===== src/rtl/call_driver.sv =====
// ---------------------------------------------------------------------------
// call_driver
//   Caller-side sequencer for a synthesized single-call kernel. It takes an
//   argument triple on a valid/ready request port and loads it into the
//   kernel. It then waits for the kernel's done level and returns the result
//   and a WAIT-cycle count on a valid/ready response port.
//
//   Optional feature macro: CALL_TIMEOUT_EN
//     When it is defined, a call that stays in WAIT for TIMEOUT_CYCLES cycles
//     without completing is aborted. The driver then returns resp_data=0,
//     resp_cycles=TIMEOUT_CYCLES and resp_timeout=1.
//     When it is undefined, WAIT lasts until the kernel completes and
//     resp_timeout stays 0.
//
// Ports
//   clk, rst            clock (rising edge), asynchronous active-high reset
//   req_valid/ready     request handshake; req_n/a/b carry the arguments
//   k_r_enable          kernel load/park (low only while waiting)
//   k_control_arr       kernel controlArr, tied to 0
//   k_init_n/a/b        kernel arguments, driven from the argument registers
//   k_w_enable          kernel done level, sampled only in WAIT
//   k_result            kernel result
//   resp_valid/ready    response handshake
//   resp_data           captured result
//   resp_cycles         number of WAIT cycles, saturating at all-ones
//   resp_timeout        call aborted by timeout
// ---------------------------------------------------------------------------
module call_driver #(
   parameter int unsigned DATA_W         = 64,
   parameter int unsigned CNT_W          = 16,
   parameter int unsigned TIMEOUT_CYCLES = 1024
) (
   input  logic              clk,
   input  logic              rst,
   input  logic              req_valid,
   output logic              req_ready,
   input  logic [DATA_W-1:0] req_n,
   input  logic [DATA_W-1:0] req_a,
   input  logic [DATA_W-1:0] req_b,
   output logic              k_r_enable,
   output logic              k_control_arr,
   output logic [DATA_W-1:0] k_init_n,
   output logic [DATA_W-1:0] k_init_a,
   output logic [DATA_W-1:0] k_init_b,
   input  logic              k_w_enable,
   input  logic [DATA_W-1:0] k_result,
   output logic              resp_valid,
   input  logic              resp_ready,
   output logic [DATA_W-1:0] resp_data,
   output logic [CNT_W-1:0]  resp_cycles,
   output logic              resp_timeout
);

`ifdef CALL_TIMEOUT_EN
   localparam bit TIMEOUT_EN = 1'b1;
`else
   localparam bit TIMEOUT_EN = 1'b0;
`endif

   localparam logic [CNT_W-1:0] TIMEOUT_VAL = CNT_W'(TIMEOUT_CYCLES);

   typedef enum logic [1:0] {StIdle, StLoad, StWait, StResp} state_t;

   state_t            r_state;
   logic              r_req_ready;
   logic              r_k_r_enable;
   logic [DATA_W-1:0] r_arg_n;
   logic [DATA_W-1:0] r_arg_a;
   logic [DATA_W-1:0] r_arg_b;
   logic [CNT_W-1:0]  r_cnt;
   logic              r_resp_valid;
   logic [DATA_W-1:0] r_resp_data;
   logic [CNT_W-1:0]  r_resp_cycles;
   logic              r_resp_timeout;

   logic [CNT_W-1:0]  w_cnt_inc;
   logic              w_timeout_hit;

   // The count includes the current WAIT cycle. It saturates at all-ones.
   assign w_cnt_inc     = (r_cnt == '1) ? r_cnt : r_cnt + 1'b1;
   assign w_timeout_hit = TIMEOUT_EN && (w_cnt_inc == TIMEOUT_VAL);

   always_ff @(posedge clk or posedge rst) begin
      if (rst) begin
         r_state        <= StIdle;
         r_req_ready    <= 1'b0;
         r_k_r_enable   <= 1'b1;
         r_arg_n        <= '0;
         r_arg_a        <= '0;
         r_arg_b        <= '0;
         r_cnt          <= '0;
         r_resp_valid   <= 1'b0;
         r_resp_data    <= '0;
         r_resp_cycles  <= '0;
         r_resp_timeout <= 1'b0;
      end else begin
         unique case (r_state)
            StIdle: begin
               r_req_ready <= 1'b1;
               if (req_valid && r_req_ready) begin
                  r_arg_n     <= req_n;
                  r_arg_a     <= req_a;
                  r_arg_b     <= req_b;
                  r_req_ready <= 1'b0;
                  r_state     <= StLoad;
               end
            end
            // The kernel samples the new arguments on this edge because r_enable is still high.
            StLoad: begin
               r_cnt        <= '0;
               r_k_r_enable <= 1'b0;
               r_state      <= StWait;
            end
            StWait: begin
               if (k_w_enable) begin
                  // A completion in the same cycle as the timeout limit takes priority.
                  r_resp_data    <= k_result;
                  r_resp_cycles  <= w_cnt_inc;
                  r_resp_timeout <= 1'b0;
                  r_resp_valid   <= 1'b1;
                  r_k_r_enable   <= 1'b1;
                  r_state        <= StResp;
               end else if (w_timeout_hit) begin
                  r_resp_data    <= '0;
                  r_resp_cycles  <= TIMEOUT_VAL;
                  r_resp_timeout <= 1'b1;
                  r_resp_valid   <= 1'b1;
                  r_k_r_enable   <= 1'b1;
                  r_state        <= StResp;
               end else begin
                  r_cnt <= w_cnt_inc;
               end
            end
            StResp: begin
               if (resp_ready) begin
                  r_resp_valid <= 1'b0;
                  r_req_ready  <= 1'b1;
                  r_state      <= StIdle;
               end
            end
            default: begin
               r_state      <= StIdle;
               r_k_r_enable <= 1'b1;
               r_resp_valid <= 1'b0;
               r_req_ready  <= 1'b0;
            end
         endcase
      end
   end

   assign req_ready     = r_req_ready;
   assign k_r_enable    = r_k_r_enable;
   assign k_control_arr = 1'b0;
   assign k_init_n      = r_arg_n;
   assign k_init_a      = r_arg_a;
   assign k_init_b      = r_arg_b;
   assign resp_valid    = r_resp_valid;
   assign resp_data     = r_resp_data;
   assign resp_cycles   = r_resp_cycles;
   assign resp_timeout  = r_resp_timeout;

endmodule


===== config.mk =====
export PLATFORM = sky130hd
export DESIGN_NAME = call_driver
export DESIGN_NICKNAME = d
export VERILOG_FILES = /design/src/rtl/call_driver.sv
export SDC_FILE = /design/constraint.sdc
export NUM_CORES = 1
export LEC_CHECK = 0
export BUFFER_PORTS_ARGS = -buffer_cell sky130_fd_sc_hd__buf_2
export CAP_MARGIN = 20
export CORE_AREA = 2 2 208 210
export CTS_CLUSTER_SIZE = 40
export DETAILED_ROUTE_END_ITERATION = 12
export DIE_AREA = 0 0 210 212
export PLACE_DENSITY = 0.58
export SETUP_SLACK_MARGIN = 0.05
export SYNTH_ARGS = -nofsm -noshare
export SYNTH_HDL_FRONTEND = slang
export SYNTH_SLANG_ARGS = --single-unit

===== constraint.sdc =====
create_clock -name clk -period 9.9 [get_ports clk]
set_input_delay 0.99 -clock clk [delete_from_list [all_inputs] [get_ports clk]]
set_output_delay 0.99 -clock clk [all_outputs]
set_load 0.02 [all_outputs]

# Word-level counts from Yosys, hierarchy flattened
# Index checks and enable logic that the tools add are counted.
[word_totals]
register_bits = 293
latch_bits = 0
ramBits = 0
mem_bits_ro = 0
out_inout_bits = 277
memories = 0
[op_classes]
add_sub_neg = 1
n_mul = 0
div = 0
n_lt_le_gt_ge = 0
n_eq_ne = 8
n_shift = 0
muxes = 14
n_bitwise = 0
n_reduce_logical = 12
[ops]
columns = ["cell", "n"]
rows = [
  ["two-way mux 16 bit", 2],
  ["one-hot mux 16 bit (2 select lines)", 1],
  ["adder 16 x 1 -> 16 bit (second input constant)", 1],
  ["== test 16 bit (second input constant)", 1],
  ["AND reduction 2 bit", 5],
  ["inequality test 2 bit (second input constant)", 4],
  ["one-hot mux 2 bit (4 select lines)", 1],
  ["two-way mux 2 bit", 3],
  ["one-hot mux 1 bit (2 select lines)", 3],
  ["AND reduction 3 bit", 2],
  ["nonzero test 2 bit", 3],
  ["== test 2 bit (second input constant)", 2],
  ["two-way mux 1 bit", 4],
  ["== test 2 x 1 -> 1 bit (second input constant)", 1],
  ["zero test 2 bit", 1],
  ["logical AND 1 bit", 1],
]

# Depth between registers and ports, before layout
[depth]
depth_word = 4
mapped_depth = 9

# Worst setup path after synthesis
# Ideal clock, no wire load.
[synth_path]
path_kind = "input to register"
startpoint = "input port req_valid"
endpoint = "register r_arg_a[0] (netlist: k_init_a[0])"
setup_time_ns = 0.125
arrival_time_ns = 2.114
required_time_ns = 9.775
path_slack_ns = 7.661
cell_stages = 4
path_buffers = 2
path_cell_list = "nand3_1 clkbuf_1 clkbuf_1 mux2_2"
[synth_via]
elab_chain_cells = 2
[synth_rtl]
columns = ["item", "line", "text"]
rows = [
  ["from (decl)", "35", "input logic req_valid,"],
  ["logical AND 1 bit", "100", "if (req_valid && r_req_ready) begin"],
  ["AND reduction 2 bit (no line)", "--", ""],
  ["to (signal assigned)", "102", "r_arg_a <= req_a;"],
  ["to (decl)", "68", "logic [DATA_W-1:0] r_arg_a;"],
]
# No other way between the ends.
# A chain may end at the register's enable or synchronous reset.

# Worst setup path after layout
[layout_path]
startpoint = "register r_state[0]"
endpoint = "register r_arg_a[60] (netlist: k_init_a[60])"
[layout_via]
elab_chain_cells = 2
[layout_rtl]
columns = ["item", "line", "text"]
rows = [
  ["from (decl)", "64", "state_t r_state;"],
  ["from (signal assigned)", "85", "r_state <= StIdle;"],
  ["from (signal assigned)", "105", "r_state <= StLoad;"],
  ["from (signal assigned)", "112", "r_state <= StWait;"],
  ["zero test 2 bit", "97", "unique case (r_state)"],
  ["AND reduction 2 bit (no line)", "--", ""],
]
# No other way between the ends.

==> results_dict.tcl <==
set metrics [dict create \
    synth_ff_type "dfrtp_1" \
    port_buffers 535 \
    synthXorXnorAreaFrac 0.00305 \
    total_power_mw 5.62 \
    yosysMostFrequentCell "dfrtp_1" \
    crit_family "buffers and inverters" \
    numCtsBuffers 34 \
    grt_pass1_vias 8993 \
    worst-path-max-fanout 74 \
    min_path_type "register to register" \
    dieArea_um2 44500 \
    h-tree-depth 2 \
    ios 538 \
    core_um2 42500 \
    crit_path_end_kind "register" \
    fin_util 0.374 \
    rows 76 \
    die_h_um 212 \
    die_width_um 210 \
    nFillCells 4245 \
    num_vias 8802 \
    antenna_found_initial 4 \
    placed_cells 1939 \
    critPathMostFrequentCell "buf_4" \
    syn_avg_cell_area_um2 12.8 \
    cts_tree "done" \
    yosysTopAreaCell "dfrtp_1" \
    setup_tns_ns 0 \
    regToRegSetupSlack_ns 6.27 \
    crit_buf_inv 3 \
    leakage_nw 8.05 \
    holdBufCountCts 0 \
    grt.overflow.total 0 \
    synth-compound-area-share 0.0380 \
    fin_crit_ns 3.63 \
    clock_path_buffers 3 \
    cp.required_ns 10.30 \
    nets 1695 \
    grt_max_degree 120 \
    drt-wirelength-per-cell_um 16.8 \
    hold-worst-slack_ns 0.465 \
    yosys.area_share.simple 0.103 \
    syn_area_um2 11500 \
    first_pass_iters 4 \
    drt_iter0_markers 440 \
    dpl.hpwl_um 24700 \
    critical_path_class "register to register" \
    fin_skew_ns 0.00880 \
    setup_viol 0 \
    relSlewSlack 0.361 \
    status "completed" \
    rsz0062_at_grt "no" \
    syn-instance-count 902 \
    synth_top_family_by_area "multiplexers" \
    ys_ff_latch 293 \
    cellPowerDensity_nw_per_um2 354 \
    synth.distinct_cells 50 \
    via_per_inst 4.39 \
    max_stage_delay_ns 0.81 \
    cts.sinks 293 \
    post_cts_buffers 0 \
    synth_mux_area_frac 0.191 \
    cts_resized 0 \
    clk_pin_slew_ns 0.06 \
    ant_nets 0 \
    grt.total_usage 0.147 \
    totalWireLength_um 33600 \
    initial_utilization 0.271 \
    drc 0 \
    cp_cell_sequence "inv_1 -> ha_1 -> nand3_4 -> buf_4 -> buf_4 -> mux2_2" \
    synth_edf_count 0 \
    synth_fa_ha_area_frac 0.00544 \
    worstMarginPinSlew_ns 0.959 \
    critical_path.slowest_cell "buf_4" \
    drv_cap 0 \
    synthDominantCellAreaShare 0.635 \
    netlist_top_cells_area "dfrtp_1 (64%), mux2_2 (19%), nand2_1 (7.0%)" \
    crit_arrival_ns 4.03 \
    cts-root-buf "clkbuf_16" \
    fin_crit_sh 0.367 \
    grt_pass1_wl_um 51000 \
    gp_routability_congestion 0.773 \
    drive_gt1_frac 0.552 \
    clk_latency_ns 0.52 \
    max-vdd-ir-drop_uv 189 \
    synthToLayoutAreaGrowth_pct 38.1 \
    final_cells 2004 \
    synthTopCellsByCount "dfrtp_1 (292), nand2_1 (216), mux2_2 (192), clkbuf_1 (36), o21ai_0 (22)" \
    hold_violations 0 \
    fmax_ghz 0.275 \
    slew_violations 0 \
    startpoint_type "register" \
    async_flop_share 1.00 \
    synth_seq_area_share 0.638 \
    ys_warn_count 0 \
]
-- routing by layer --
layer | track usage | vias up | part of all wire
met5 | 0 | - | 0.00033
met3 | 0.0552 | 55 | 0.086
met1 | 0.179 | 4263 | 0.41
met4 | 0.0521 | 2 | 0.025
met2 | 0.239 | 348 | 0.48
li1 | - | 4134 | -
-- state kept, by name, indices dropped and copies added, names as in the netlist --
| signal | count |
|---|---|
| k_init_a | 64 |
| k_init_b | 64 |
| k_init_n | 64 |
| k_r_enable | 1 |
| r_cnt | 16 |
| r_state | 2 |
| req_ready | 1 |
| resp_cycles | 16 |
| resp_data | 64 |
| resp_valid | 1 |
-- worst reg2reg max path, stage by stage (launching register included) --
cell and delay (ns):
dfrtp_1 0.40, inv_1 0.08, ha_1 0.27, nand3_4 0.57, buf_4 0.81, buf_4 0.92, mux2_2 0.47
-- report_power, final --
part	total [mW]	leakage [nW]	switching, mW	internal [mW]
registers	2.04	3.56	0.285	1.76
clock network	1.26	0.561	0.490	0.774
logic	2.32	3.93	1.41	0.904
total	5.62	8.05	2.19	3.44
-- area by class of cell --
| class | instances | area [um^2] | share of cell area |
|---|---|---|---|
| Multi-Input combinational cell | 550 | 3940 | 0.248 |
| Antenna cell | 4 | 10.0 | 0.000630 |
| Clock buffer | 55 | 1080 | 0.0682 |
| Tap cell | 546 | 683 | 0.0430 |
| Timing Repair Buffer | 542 | 2730 | 0.172 |
| Clock inverter | 6 | 57.6 | 0.00362 |
| Sequential cell | 293 | 7330 | 0.462 |
| Inverter | 8 | 37.5 | 0.00236 |
-- final timing paths --
kind | start | endpoint | cells past startpoint
setup reg to reg | r_state[0] | k_init_a[60] | 6
min in group asynchronous | rst | k_init_a[1] | 2
hold reg to reg | resp_data[32] | resp_data[32] | 2
hold / removal | resp_data[32] | resp_data[32] | 2
max in group asynchronous | rst | resp_data[47] | 4
setup / recovery | r_state[0] | k_init_a[60] | 6
-- metrics by stage --
step                      setup slack [ns]  cell area [um^2]
after floorplan                      0.821             11500
after global placement                5.95             14700
after detailed placement              5.89             14700
after CTS                             6.22             15900
after global routing                  6.02             15900
final                                 6.27             15900
-- kinds of logic after synthesis --
logic type	Yosys count
flops	293
simple gates	277
buf+inv	60
other cells	1
compound gates	67
xor+xnor	4
mux	195
fa+ha+maj	5
-- layout by cell type (no fill, tap or decap), types with 4 or more instances in the layout --
cell | synthesis | final
nand3_1 | 6 | 5
dfrtp_1 | 292 | 292
a31oi_1 | 9 | 9
diode_2 | 0 | 4
nor4_1 | 5 | 5
buf_4 | 3 | 7
buf_2 | 5 | 535
ha_1 | 5 | 5
nor2_1 | 14 | 14
nand2_1 | 216 | 215
or3_1 | 5 | 5
clkinv_2 | 0 | 4
nand4_1 | 5 | 5
a21oi_1 | 9 | 9
clkbuf_1 | 36 | 9
nor3_1 | 7 | 7
o31ai_1 | 6 | 6
mux2_2 | 192 | 192
o21ai_0 | 22 | 22
inv_1 | 8 | 7
clkbuf_16 | 0 | 37
o311ai_0 | 4 | 4
clkbuf_8 | 0 | 9
Note: power is estimated with default switching activity, not from simulation.
